**src/rtl/router_egress_reader_pkg.sv**
```systemverilog
// Shared router definitions: default widths, timeout, framing FSM encoding
// and header field layout.
package router_egress_reader_pkg;

   localparam int DW_DEF      = 8;
   localparam int LENW_DEF    = 6;
   localparam int TIMEOUT_DEF = 30;

   // Header layout: [DW-1:LEN_LSB] payload length, [ADDR_W-1:0] address.
   localparam int LEN_LSB = 2;
   localparam int ADDR_W  = 2;

   typedef enum logic [1:0] {
      HDR  = 2'd0,
      BODY = 2'd1,
      PAR  = 2'd2
   } state_t;

endpackage

```
**src/rtl/router_egress_reader_if.sv**
```systemverilog
// FIFO-side and destination-side signals of one router egress port.
interface router_egress_reader_if
   import router_egress_reader_pkg::*;
#(
   parameter int DW = DW_DEF
);

   logic          fifo_empty;
   logic [DW-1:0] fifo_dout;
   logic          fifo_reen;
   logic          soft_rst;
   logic          dest_rd;
   logic [DW-1:0] dout;
   logic          vld_out;
   logic          sop;
   logic          eop;
   logic          parity_err;
   logic          busy;

   modport master (
      input  fifo_empty, fifo_dout, dest_rd,
      output fifo_reen, soft_rst, dout, vld_out, sop, eop, parity_err, busy
   );

   modport slave (
      output fifo_empty, fifo_dout, dest_rd,
      input  fifo_reen, soft_rst, dout, vld_out, sop, eop, parity_err, busy
   );

endinterface

```
**src/rtl/router_timeout_ctr.sv**
```systemverilog
// Stall watchdog: counts enabled cycles and pulses expire on the LIMIT-th
// consecutive one; clr restarts the count.
module router_timeout_ctr
   import router_egress_reader_pkg::*;
#(
   parameter int LIMIT = TIMEOUT_DEF
) (
   input  logic clk,
   input  logic rst,
   input  logic en,
   input  logic clr,
   output logic expire
);

   localparam int CW = (LIMIT > 1) ? $clog2(LIMIT) : 1;

   logic [CW-1:0] tcnt;

   assign expire = en && (tcnt == CW'(LIMIT - 1));

   // NOTE: state registers use non-blocking assignments so every always_ff
   // samples pre-edge values regardless of evaluation order.
   always_ff @(posedge clk or negedge rst) begin
      if (!rst) begin
         tcnt <= '0;
      end else if (clr || expire) begin
         tcnt <= '0;
      end else if (en) begin
         tcnt <= tcnt + 1'b1;
      end
   end

endmodule

```
**src/rtl/router_egress_reader.sv**
```systemverilog
// Read-side controller for one router output-port FIFO: pops bytes, rebuilds
// header/payload/parity framing, checks parity and drops stalled packets.
module router_egress_reader
   import router_egress_reader_pkg::*;
#(
   parameter int DW      = DW_DEF,
   parameter int LENW    = LENW_DEF,
   parameter int TIMEOUT = TIMEOUT_DEF
) (
   input logic                   clk,
   input logic                   rst,
   router_egress_reader_if.master bus
);

   state_t          state;
   logic            rd_pend;
   logic [DW-1:0]   dout_q;
   logic            vld_q;
   logic            sop_q;
   logic            eop_q;
   logic            perr_q;
   logic            busy_q;
   logic [LENW-1:0] cnt;
   logic [DW-1:0]   par;
   logic [DW-1:0]   exp_par;

   logic            stall;
   logic            accept;
   logic            expire;
   logic            reen;
   logic [LENW-1:0] hdr_len;

   assign stall   = vld_q && !bus.dest_rd;
   assign accept  = vld_q && bus.dest_rd;
   assign hdr_len = bus.fifo_dout[LEN_LSB +: LENW];

   // NOTE: reen is qualified by rst so the FIFO sees no pop while reset is held,
   // even though the reset itself is asynchronous to the registers.
   assign reen = rst && !bus.fifo_empty && !rd_pend && !expire && (!vld_q || bus.dest_rd);

   router_timeout_ctr #(.LIMIT(TIMEOUT)) u_timeout (
      .clk    (clk),
      .rst    (rst),
      .en     (stall),
      .clr    (accept || !vld_q),
      .expire (expire)
   );

   always_ff @(posedge clk or negedge rst) begin
      if (!rst) begin
         state   <= HDR;
         rd_pend <= 1'b0;
         dout_q  <= '0;
         vld_q   <= 1'b0;
         sop_q   <= 1'b0;
         eop_q   <= 1'b0;
         perr_q  <= 1'b0;
         busy_q  <= 1'b0;
         cnt     <= '0;
         par     <= '0;
         exp_par <= '0;
      end else if (expire) begin
         // Timeout drops the packet; any byte still in flight is discarded.
         state   <= HDR;
         rd_pend <= 1'b0;
         vld_q   <= 1'b0;
         sop_q   <= 1'b0;
         eop_q   <= 1'b0;
         perr_q  <= 1'b0;
         busy_q  <= 1'b0;
      end else begin
         rd_pend <= reen;
         perr_q  <= accept && eop_q && (dout_q != exp_par);
         if (accept && eop_q) begin
            busy_q <= 1'b0;
         end
         if (rd_pend) begin
            dout_q <= bus.fifo_dout;
            vld_q  <= 1'b1;
            unique case (state)
               HDR: begin
                  sop_q  <= 1'b1;
                  eop_q  <= 1'b0;
                  busy_q <= 1'b1;
                  cnt    <= hdr_len;
                  par    <= bus.fifo_dout;
                  state  <= (hdr_len != '0) ? BODY : PAR;
               end
               BODY: begin
                  sop_q <= 1'b0;
                  eop_q <= 1'b0;
                  par   <= par ^ bus.fifo_dout;
                  cnt   <= cnt - 1'b1;
                  if (cnt == LENW'(1)) begin
                     state <= PAR;
                  end
               end
               PAR: begin
                  sop_q   <= 1'b0;
                  eop_q   <= 1'b1;
                  exp_par <= par;
                  state   <= HDR;
               end
               default: state <= HDR;
            endcase
         end else if (accept) begin
            vld_q <= 1'b0;
            sop_q <= 1'b0;
            eop_q <= 1'b0;
         end
      end
   end

   assign bus.fifo_reen  = reen;
   assign bus.soft_rst   = expire;
   assign bus.dout       = dout_q;
   assign bus.vld_out    = vld_q;
   assign bus.sop        = sop_q;
   assign bus.eop        = eop_q;
   assign bus.parity_err = perr_q;
   assign bus.busy       = busy_q;

endmodule
```
**src/flat_wrapper.sv**
```systemverilog
// flat-port wrapper written by rule: the top's interface ports become plain ports
module router_egress_reader_flat import router_egress_reader_pkg::*;
#(
   parameter int DW      = DW_DEF,
   parameter int LENW    = LENW_DEF,
   parameter int TIMEOUT = TIMEOUT_DEF
)
  (clk, rst, bus_fifo_empty, bus_fifo_dout, bus_dest_rd, bus_fifo_reen, bus_soft_rst, bus_dout, bus_vld_out, bus_sop, bus_eop, bus_parity_err, bus_busy);
  router_egress_reader_if #(.DW(DW)) bus_i ();
  input logic clk;
  input logic rst;
  input wire logic [$bits(bus_i.fifo_empty)-1:0] bus_fifo_empty;
  input wire logic [$bits(bus_i.fifo_dout)-1:0] bus_fifo_dout;
  input wire logic [$bits(bus_i.dest_rd)-1:0] bus_dest_rd;
  output wire logic [$bits(bus_i.fifo_reen)-1:0] bus_fifo_reen;
  output wire logic [$bits(bus_i.soft_rst)-1:0] bus_soft_rst;
  output wire logic [$bits(bus_i.dout)-1:0] bus_dout;
  output wire logic [$bits(bus_i.vld_out)-1:0] bus_vld_out;
  output wire logic [$bits(bus_i.sop)-1:0] bus_sop;
  output wire logic [$bits(bus_i.eop)-1:0] bus_eop;
  output wire logic [$bits(bus_i.parity_err)-1:0] bus_parity_err;
  output wire logic [$bits(bus_i.busy)-1:0] bus_busy;
  assign bus_i.fifo_empty = bus_fifo_empty;
  assign bus_i.fifo_dout = bus_fifo_dout;
  assign bus_i.dest_rd = bus_dest_rd;
  assign bus_fifo_reen = bus_i.fifo_reen;
  assign bus_soft_rst = bus_i.soft_rst;
  assign bus_dout = bus_i.dout;
  assign bus_vld_out = bus_i.vld_out;
  assign bus_sop = bus_i.sop;
  assign bus_eop = bus_i.eop;
  assign bus_parity_err = bus_i.parity_err;
  assign bus_busy = bus_i.busy;
  router_egress_reader #(.DW(DW), .LENW(LENW), .TIMEOUT(TIMEOUT)) u_core (.clk(clk), .rst(rst), .bus(bus_i));
endmodule
```
**config.mk**
```make
export PLATFORM = sky130hd
export DESIGN_NAME = router_egress_reader_flat
export DESIGN_NICKNAME = d
export VERILOG_FILES = /design/src/rtl/router_egress_reader_pkg.sv /design/src/rtl/router_egress_reader_if.sv /design/src/rtl/router_timeout_ctr.sv /design/src/rtl/router_egress_reader.sv /design/src/flat_wrapper.sv
export SDC_FILE = /design/constraint.sdc
export NUM_CORES = 1
export LEC_CHECK = 0
export ABC_AREA = 0
export CORE_MARGIN = 5
export CORE_UTILIZATION = 39
export CTS_CLUSTER_DIAMETER = 50
export DETAILED_ROUTE_END_ITERATION = 10
export DONT_BUFFER_PORTS = 1
export PLACE_DENSITY = 0.52
export SYNTH_ARGS = -nofsm -noshare
export SYNTH_HDL_FRONTEND = slang
export SYNTH_SLANG_ARGS = --single-unit
```
**constraint.sdc**
```tcl
create_clock -name clk -period 2.6 [get_ports clk]
set_input_delay 0.52 -clock clk [delete_from_list [all_inputs] [get_ports clk]]
set_output_delay 0.52 -clock clk [all_outputs]
set_load 0.01 [all_outputs]
```
==> results.py <==
metrics = {
    "status": {
        "status": "complete, no violations",
    },
    "synthesis": {
        "yosys.area.top_type_share": 0.469,
        "synth_edf_count": 0,
        "synth_cells": 233,
        "synthArstFlopShare": 1.00,
        "syn_avg_cell_area_sq_um": 9.85,
        "ys_top_cells_by_area": "dfrtp_1 47%, nand2_1 5.2%, ha_1 4.9%",
        "synth_largest_area_cell": "dfrtp_1",
        "yosysMostFrequentCell": "dfrtp_1",
        "yosysWarningCount": 0,
        "yosys-top-cells-count": "43 x dfrtp_1, 32 x nand2_1, 21 x nor2_1",
        "ys_ff_latch": 43,
        "seq_area_frac_synth": 0.469,
        "syn_area_sq_um": 2300,
        "synth_cell_types": 46,
        "synth_nets": 254,
        "synth_top_flop_cell": "dfrtp_1",
    },
    "floorplan": {
        "io_pins": 27,
        "die_h_microns": 86.7,
        "rows": 28,
        "core_region_area_sq_um": 5820,
        "dieArea_sq_um": 7520,
        "floorplan.initialDensity": 0.395,
        "fp.dieW_microns": 86.7,
    },
    "cells_and_area": {
        "finish.utilization": 0.428,
        "register_area_sq_um": 1080,
        "multi_input_area_sq_um": 1130,
        "syn2layout_area_growth_pct": 8.39,
        "final_cell_area_sq_um": 2490,
        "stdcell_count": 314,
        "num-nets-final": 259,
        "nFillCells": 599,
        "layout-drive-gt1-share": 0.130,
        "n_antenna_cell": 0,
    },
    "critical_path": {
        "cp_top_family": "simple AND/OR/NAND/NOR gates",
        "critPathLaunchType": "flop",
        "path_buf_inv": 1,
        "cp-end-kind": "output port",
        "crit_path_max_fanout": 6,
        "required_ns": 2.08,
        "path_depth": 4,
        "slowest_delay_ns": 0.50,
        "reg2reg_depth": 6,
        "worst-setup-path-type": "reg -> out",
        "crit_arrival_ns": 1.69,
        "slowest_stage": "nor2_1",
        "crit_chain": "inv_1 > ha_1 > nand4_1 > nor2_1",
    },
    "timing": {
        "setup-violations-final": 0,
        "slew_viol_final": 0,
        "period_needed_ns": 2.21,
        "worst_pin_slew_ns": 0.543,
        "final_hold_viol_count": 0,
        "rsz0062_at_grt": "false",
        "fmax_ghz": 0.452,
        "timing.setup.tns_ns": 0,
        "fin_hold_ws_ns": 0.0569,
        "worst_slack_ns": 0.385,
        "fin_skew_ns": 0.00577,
        "maxSlewHeadroom": 0.633,
        "fin_crit_sh": 0.852,
    },
    "global_route": {
        "grt_pass1_vias": 1787,
        "grt_pass1_wl_microns": 9250,
        "antenna_found_initial": 0,
        "grt_util_all_layers": 0.159,
        "met2_usage": 0.242,
        "use_met1": 0.219,
        "busiest_layer": "met2",
        "grt_max_degree": 44,
        "grt_use_met3": 0.0456,
        "grt_overflow": 0,
    },
    "routing": {
        "wirelength_microns": 5320,
        "drc": 0,
        "vias": 1738,
        "drtIter0Drc": 122,
        "viasPerCell": 5.54,
        "antenna_left": 0,
        "routedWlPerCell_microns": 16.9,
        "drt_pre_antenna_iters": 4,
    },
    "clocking": {
        "cts_tree": "yes",
        "root_buffer": "clkbuf_8",
        "clk_pin_slew_worst_paths_ns": 0.08,
        "cts_setup_buffers": 0,
        "ctsResizeCount": 0,
        "h-tree-depth": 2,
        "clock_latency_ns": 0.30,
        "cts.sinks": 43,
        "cts_buffers": 5,
        "clockBufferDepth": 2,
    },
    "place": {
        "place_area_sq_um": 2380,
        "port-buffer-count": 0,
        "place_inst": 305,
        "dp_hpwl_microns": 3780,
        "dp_slack_ns": 0.660,
        "place_congestion": 0.848,
    },
    "power_and_ir_drop": {
        "total_power_mw": 2.30,
        "p_per_area_nw_per_um2": 923,
        "leakagePower_nw": 1.11,
        "ir_drop_mv": 0.340,
    },
    "job": {
        "max_cap_viol_count": 0,
    },
    "worst_hold_path": {
        "hp-class": "in -> async",
    },
}
## registers in the layout, indices dropped and copies added, names as in the netlist
| name | count |
|---|---|
| u_core.bus.busy | 1 |
| u_core.u_timeout.tcnt | 5 |
| u_core.exp_par | 8 |
| u_core.par | 8 |
| u_core.bus.vld_out | 1 |
| u_core.bus.dout | 8 |
| u_core.bus.parity_err | 1 |
| u_core.cnt | 6 |
| u_core.bus.sop | 1 |
| u_core.bus.eop | 1 |
| u_core.rd_pend | 1 |
| u_core.state | 2 |
## timing repair
item                       in CTS  in global routing
hold endpoints to repair       43                  0
hold buffers                    1                  0
setup endpoints to repair       0                  0
## cell type report
cell class / instances / share of cell area
Timing Repair Buffer: 6 / 0.0261
Tap cell: 75 / 0.0377
Sequential cell: 43 / 0.432
Clock buffer: 6 / 0.0292
Multi-Input combinational cell: 173 / 0.456
Clock inverter: 2 / 0.00503
Inverter: 9 / 0.0136
## routing by layer
layer | share of wire | vias to the layer above
li1 | - | 846
met1 | 0.47 | 855
met2 | 0.46 | 30
met3 | 0.051 | 7
met4 | 0.014 | 0
met5 | 0 | -
## kinds of logic after synthesis
logic type               count (synthesis)  share of synthesized area
AND/OR/NAND/NOR                         84                      0.179
AO/OA/AOI/OAI                           60                      0.180
flip-flops                              43                      0.469
buffers and inverters                   17                     0.0371
XOR/XNOR                                11                     0.0420
multiplexers                             9                     0.0441
adder cells (fa/ha/maj)                  9                     0.0490
## worst reg2reg max path, stage by stage, from the launching register on
cell and delay [ns]:
dfrtp_1 0.43, inv_1 0.10, ha_1 0.43, nor4b_1 0.50, a21oi_1 0.13, o21ai_0 0.14, o21ai_0 0.09
## final timing paths
kind	from	end	slack [ns]
max	u_core.u_timeout.tcnt[1]$_DFFE_PN0P_	bus_soft_rst	0.39
min in group clk	bus_fifo_empty	u_core.rd_pend$_DFF_PN0_	0.28
min reg2reg	u_core.u_timeout.tcnt[0]$_DFFE_PN0P_	u_core.u_timeout.tcnt[0]$_DFFE_PN0P_	0.50
min	rst	u_core.exp_par[6]$_DFFE_PN0P_	0.06
max in group asynchronous	rst	u_core.state[1]$_DFFE_PN0P_	2.35
max reg2reg	u_core.state[1]$_DFFE_PN0P_	u_core.cnt[5]$_DFFE_PN0P_	0.67
## cells in the final DEF, fill, tap and decap left out, types with 3 or more instances in the layout
master    instances
o22ai_1           6
dfrtp_1          43
xor2_1            9
inv_1             9
nor4b_1           3
nor2_1           21
nand3_1          11
ha_1              9
a21oi_1          17
clkbuf_8          5
mux2_2            9
buf_4             5
nor4_1            3
o21ai_0          10
a211oi_1          8
nand2_1          32
## report_power, final
group	switching (mW)	leakage [nW]	internal (mW)
logic	0.412	0.510	0.367
registers	0.230	0.561	0.866
clock network	0.233	0.0412	0.188
No activity file was read; power rests on OpenSTA's default activity.
